`src/rtl/result_frame_serializer.sv`:
```
// -----------------------------------------------------------------------------
// result_frame_serializer
//
// Purpose:
//   Captures the flattened C result matrix from the systolic core when the
//   core pulses done. It then shifts the captured word out MSB-first on one
//   serial data line. The line comes with a generated bit clock and a sync
//   signal that marks the first bit of each frame.
//   A load that arrives while a frame is still in flight is dropped. The
//   block flags it with a one-cycle overrun pulse and counts it in a
//   saturating counter.
//
// Ports:
//   clk            in   system clock, rising-edge logic
//   rst_n          in   asynchronous active-low reset
//   load_i         in   one-cycle capture strobe (core done)
//   parallel_data_i in  WIDTH-bit result vector; bit WIDTH-1 is sent first
//   serial_clk_o   out  bit clock; the receiver samples on its rising edge
//   serial_data_o  out  serial bit stream, changes only at divider count 0
//   frame_sync_o   out  high for the whole first bit period of a frame
//   busy_o         out  high during SHIFT and GAP
//   tx_done_o      out  one-cycle pulse in the last GAP cycle
//   overrun_o      out  one-cycle pulse, one cycle after a dropped load
//   drop_count_o   out  saturating count of dropped loads
//
// Handshake:
//   load_i is a plain strobe with no ready. It is accepted only in IDLE.
//   In SHIFT and GAP, including the tx_done cycle, it is counted as dropped.
// -----------------------------------------------------------------------------
module result_frame_serializer #(
    parameter int WIDTH      = 512,
    parameter int CLK_DIV    = 4,
    parameter int GAP_CYCLES = 2,
    parameter int DROPW      = 8
) (
    input  logic             clk,
    input  logic             rst_n,
    input  logic             load_i,
    input  logic [WIDTH-1:0] parallel_data_i,
    output logic             serial_clk_o,
    output logic             serial_data_o,
    output logic             frame_sync_o,
    output logic             busy_o,
    output logic             tx_done_o,
    output logic             overrun_o,
    output logic [DROPW-1:0] drop_count_o
);

    localparam int BCW = (WIDTH > 1) ? $clog2(WIDTH) : 1;
    localparam int DCW = (CLK_DIV > 1) ? $clog2(CLK_DIV) : 1;
    localparam int GCW = (GAP_CYCLES > 1) ? $clog2(GAP_CYCLES) : 1;

    typedef enum logic [1:0] {
        IDLE  = 2'd0,
        SHIFT = 2'd1,
        GAP   = 2'd2
    } state_t;

    state_t             state_q, state_d;
    logic [WIDTH-1:0]   shreg_q, shreg_d;
    logic [BCW-1:0]     bit_cnt_q, bit_cnt_d;   // counts down WIDTH-1..0
    logic [DCW-1:0]     div_cnt_q, div_cnt_d;   // 0..CLK_DIV-1 within a bit
    logic [GCW-1:0]     gap_cnt_q, gap_cnt_d;
    logic               overrun_q, overrun_d;
    logic [DROPW-1:0]   drop_q, drop_d;

    logic drop_now;
    logic last_div;
    logic last_gap;

    assign drop_now = load_i && (state_q != IDLE);
    assign last_div = (div_cnt_q == DCW'(CLK_DIV - 1));
    assign last_gap = (gap_cnt_q == GCW'(GAP_CYCLES - 1));

    // Next-state logic
    always_comb begin
        state_d   = state_q;
        shreg_d   = shreg_q;
        bit_cnt_d = bit_cnt_q;
        div_cnt_d = div_cnt_q;
        gap_cnt_d = gap_cnt_q;
        overrun_d = drop_now;
        drop_d    = drop_q;

        // Saturate rather than wrap, so a flood of dropped frames stays visible.
        if (drop_now && !(&drop_q)) begin
            drop_d = drop_q + 1'b1;
        end

        unique case (state_q)
            IDLE: begin
                if (load_i) begin
                    state_d   = SHIFT;
                    shreg_d   = parallel_data_i;
                    bit_cnt_d = BCW'(WIDTH - 1);
                    div_cnt_d = '0;
                end
            end
            SHIFT: begin
                if (last_div) begin
                    div_cnt_d = '0;
                    // Shifting at the end of a bit changes the MSB exactly
                    // when the divider returns to 0.
                    shreg_d   = {shreg_q[WIDTH-2:0], 1'b0};
                    if (bit_cnt_q == '0) begin
                        state_d   = GAP;
                        gap_cnt_d = '0;
                    end else begin
                        bit_cnt_d = bit_cnt_q - 1'b1;
                    end
                end else begin
                    div_cnt_d = div_cnt_q + 1'b1;
                end
            end
            GAP: begin
                if (last_gap) begin
                    state_d = IDLE;
                end else begin
                    gap_cnt_d = gap_cnt_q + 1'b1;
                end
            end
            default: begin
                state_d = IDLE;
            end
        endcase
    end

    // Outputs are decoded from registered state only. An asynchronous reset
    // therefore forces them all to 0 at once.
    always_comb begin
        serial_clk_o  = 1'b0;
        serial_data_o = 1'b0;
        frame_sync_o  = 1'b0;
        busy_o        = 1'b0;
        tx_done_o     = 1'b0;
        if (state_q == SHIFT) begin
            busy_o        = 1'b1;
            serial_clk_o  = (div_cnt_q >= DCW'(CLK_DIV / 2));
            serial_data_o = shreg_q[WIDTH-1];
            frame_sync_o  = (bit_cnt_q == BCW'(WIDTH - 1));
        end else if (state_q == GAP) begin
            busy_o    = 1'b1;
            tx_done_o = last_gap;
        end
    end

    assign overrun_o    = overrun_q;
    assign drop_count_o = drop_q;

    always_ff @(posedge clk or negedge rst_n) begin
        if (!rst_n) begin
            state_q   <= IDLE;
            shreg_q   <= '0;
            bit_cnt_q <= '0;
            div_cnt_q <= '0;
            gap_cnt_q <= '0;
            overrun_q <= 1'b0;
            drop_q    <= '0;
        end else begin
            state_q   <= state_d;
            shreg_q   <= shreg_d;
            bit_cnt_q <= bit_cnt_d;
            div_cnt_q <= div_cnt_d;
            gap_cnt_q <= gap_cnt_d;
            overrun_q <= overrun_d;
            drop_q    <= drop_d;
        end
    end

endmodule

```
`config.mk`:
```
export PLATFORM = sky130hd
export DESIGN_NAME = result_frame_serializer
export DESIGN_NICKNAME = d
export VERILOG_FILES = /design/src/rtl/result_frame_serializer.sv
export SDC_FILE = /design/constraint.sdc
export NUM_CORES = 1
export LEC_CHECK = 0
export CORE_ASPECT_RATIO = 1.5
export CORE_UTILIZATION = 55
export CTS_CLUSTER_DIAMETER = 100
export DETAILED_ROUTE_END_ITERATION = 10
export GPL_ROUTABILITY_DRIVEN = 0
export HOLD_SLACK_MARGIN = 0.03
export PLACE_DENSITY = 0.83
export SLEW_MARGIN = 10
export SYNTH_ARGS = -nofsm -noshare
export SYNTH_HDL_FRONTEND = slang
export SYNTH_SLANG_ARGS = --single-unit
```
`constraint.sdc`:
```
create_clock -name clk -period 4.8 [get_ports clk]
set_input_delay 1.44 -clock clk [delete_from_list [all_inputs] [get_ports clk]]
set_output_delay 1.44 -clock clk [all_outputs]
set_load 0.02 [all_outputs]
```
==> summary.md <==
| Metric | Value |
|---|---|
| Initial Util | 55.89% |
| Largest net degree at the start of global routing | 149 |
| Gate count of the mapped netlist | 2356 |
| Reg clk slew, reported paths | 0.06 ns |
| Fin crit share | 83.48% |
| First-pass GRT wire length | 98.13 mm |
| Post-CTS setup repair buffer count | 0 |
| Pre-antenna DRT Iters | 4 |
| Routed vias/inst | 5.450 |
| DIE AREA | 45560 sq um |
| Slew Viols, Final | 0 |
| Worst-Margin Slew | 1.127 ns |
| Ys async rst share | 100.0% |
| Finished Core Util | 72.99% |
| Total Routed Length | 63.22 mm |
| Vias in the first global route | 19110 |
| GR Util met1 | 31.94% |
| Die width | 174.6 um |
| # IOs | 529 |
| Max VDD drop | 0.5949 mV |
| Initial antenna violation count | 30 |
| Post-synthesis sequential area ratio | 54.46% |
| WP data arrival | 2.57 ns |
| DRC viols | 0 |
| Worst setup SP type | flip-flop |
| Post-layout nets | 3318 |
| CTS buffer count | 50 |
| Worst-Skew Late Latency | 0.56 ns |
| DPL Wire Length | 44.15 mm |
| Fin crit period | 4.007 ns |
| CTS tree | yes |
| Post-synth EDFFs | 0 |
| Dpl ws | 1.157 ns |
| Leak Pwr | 0.01496 uW |
| Avg Cell Area, Syn | 10.43 sq um |
| Grt total ovfl | 0 |
| Core area | 43990 sq um |
| Crit Path Max Fanout | 24 |
| Port-buffer cells | 528 |
| Commonest register cell after synthesis | dfrtp_1 |
| Area Growth Syn to Fin | 30.59% |
| GR Util met2 | 46.43% |
| Chip Height | 260.9 um |
| Clk sink count | 535 |
| Hold-fix buffers, CTS | 0 |
| # setup viols final | 0 |
| DR vias | 18750 |
| Antenna Nets Post-Route | 0 |
| Clock Tree Buf Depth | 3 |
| Slew HR | 24.83% |
| Syn Nets | 2880 |
| FMAX | 249.6 MHz |
| Filler cells | 3006 |
| Hold Violations, Final | 0 |
| Post-DP Area | 30220 sq um |
| Post-CTS Resized | 0 |
| Worst hold path type | flip-flop to flip-flop |
| Cell Area, Synth | 24580 sq um |
| CTS H-tree depth | 2 |
| Fraction of layout cells with a size suffix above 1 | 4.411% |
| Post-route setup slack | 0.7929 ns |
| Critical Path End Type | output pin |
| GRT Total Usage | 27.19% |
| Status | finished clean |
| Ys Warns | 0 |
| Data required, critical path | 3.36 ns |
| Pwr Density | 626.0 nW/um^2 |
| DR WL/cell | 18.37 um |
| DR iter-0 viols | 1192 |
| Max-Cap Viols | 0 |
| Post-route cell area | 32100 sq um |
| GR peak layer | met2 |
| Clk_skew | 0.01439 ns |
| Row count | 94 |
| GR Util met3 | 5.285% |
| Post-synth cell types | 43 |
| Crit path kind | flip-flop to output pin |
| Seq cells post-synth | 535 |
| Tot Pwr | 20100 uW |
| Root Buffer | clkbuf_16 |
| RSZ-0062 raised after global routing | no |
| Setup TNS | 0 ns |
cells in the final DEF, fill, tap and decap left out, types with 3 or more instances in the layout:
| cell type | instances |
|---|---|
| a21oi_1 | 5 |
| and2_1 | 4 |
| and3_1 | 3 |
| buf_12 | 16 |
| buf_4 | 15 |
| bufinv_16 | 8 |
| clkbuf_1 | 9 |
| clkbuf_16 | 53 |
| clkbuf_8 | 10 |
| clkdlybuf4s50_1 | 527 |
| clkinv_2 | 8 |
| clkinvlp_4 | 3 |
| dfrtp_1 | 535 |
| diode_2 | 31 |
| ha_1 | 8 |
| inv_1 | 6 |
| mux2i_1 | 513 |
| nand2_1 | 521 |
| nand3_1 | 10 |
| nand4_1 | 5 |
| nor2_1 | 9 |
| nor3_1 | 4 |
| o21a_1 | 4 |
| o21ai_0 | 429 |
| o21ai_1 | 92 |
state kept, by name, summed over array words and instances (netlist names):
register / cells
shreg_q: 512
bit_cnt_q: 9
div_cnt_q: 2
gap_cnt_q: 1
state_q: 2
drop_count_o: 8
overrun_o: 1
path summary, 6_finish.rpt:
check / startpoint / to / slack (ns) / cells after the start
worst max-delay path: state_q[1] / tx_done_o / 0.79 / 5
worst min-delay path: shreg_q[60] / shreg_q[60] / 0.48 / 2
worst max register to register: state_q[1] / shreg_q[283] / 1.20 / 7
worst min register to register: shreg_q[60] / shreg_q[60] / 0.48 / 2
max in group asynchronous: rst_n / shreg_q[497] / 2.93 / 2
min in group asynchronous: rst_n / shreg_q[107] / 0.87 / 1
stage by stage:
stage,std cells,hold WS (ns)
3_3_place_gp,3318,0.4597
5_1_grt,3439,0.5022
6_report,3441,0.4783
3_5_place_dp,3318,0.4702
4_1_cts,3410,0.4847
2_1_floorplan,2356,0.4424
critical path, stage by stage (launching register included):
cell             delay (ns)
dfrtp_1                0.40
inv_1                  0.13
ha_4                   0.36
buf_4                  0.41
nor2_1                 0.14
clkdlybuf4s50_1        0.56
where the power goes:
part / switching, uW / leakage [uW] / total [uW] / internal, uW
Combinational: 4530 / 0.00734 / 8020 / 3490
Sequential: 1170 / 0.00673 / 7760 / 6590
Clock: 1720 / 0.000885 / 4320 / 2600
Total: 7410 / 0.0150 / 20100 / 12700
layout make-up:
class,count,area (sq um),share of cell area [%]
tap,576,720.7,2.245
timing repair buffer,559,5723,17.83
clock buffer,72,1498,4.665
inverter,6,22.52,0.07015
sequential,535,13390,41.70
antenna,31,77.57,0.2416
multi-input combinational,1642,10360,32.28
clock inverter,20,311.5,0.9704
synthesized netlist by cell type (4+ instances only):
library cell	count	share of area [%]
nand2_1	521	8.0
buf_4	17	0.52
ha_1	9	0.46
and2_1	4	0.10
nor3_1	4	0.081
nor2_1	9	0.14
dfrtp_1	535	54
nand4_1	5	0.13
buf_2	70	1.4
nand3_1	10	0.20
mux2i_1	513	21
a21oi_1	5	0.10
o21ai_1	92	1.9
o21a_1	4	0.12
o21ai_0	429	8.7
buf_6	4	0.18
inv_1	6	0.092
clkbuf_1	79	1.2
logic make-up after synthesis:
| family | synth area share, % |
|---|---|
| compound gates | 11.05 |
| xor+xnor | 0.1425 |
| fa+ha+maj | 0.4581 |
| buf+inv | 3.471 |
| flops | 54.46 |
| mux | 21.04 |
| simple gates | 9.380 |
routing by layer:
layer,part of all wire (%),vias up
met5,0.049,-
met4,5.6,4
met3,6.0,172
met2,50,548
met1,38,8990
li1,-,9040
No activity file was read; power rests on OpenSTA's default activity.
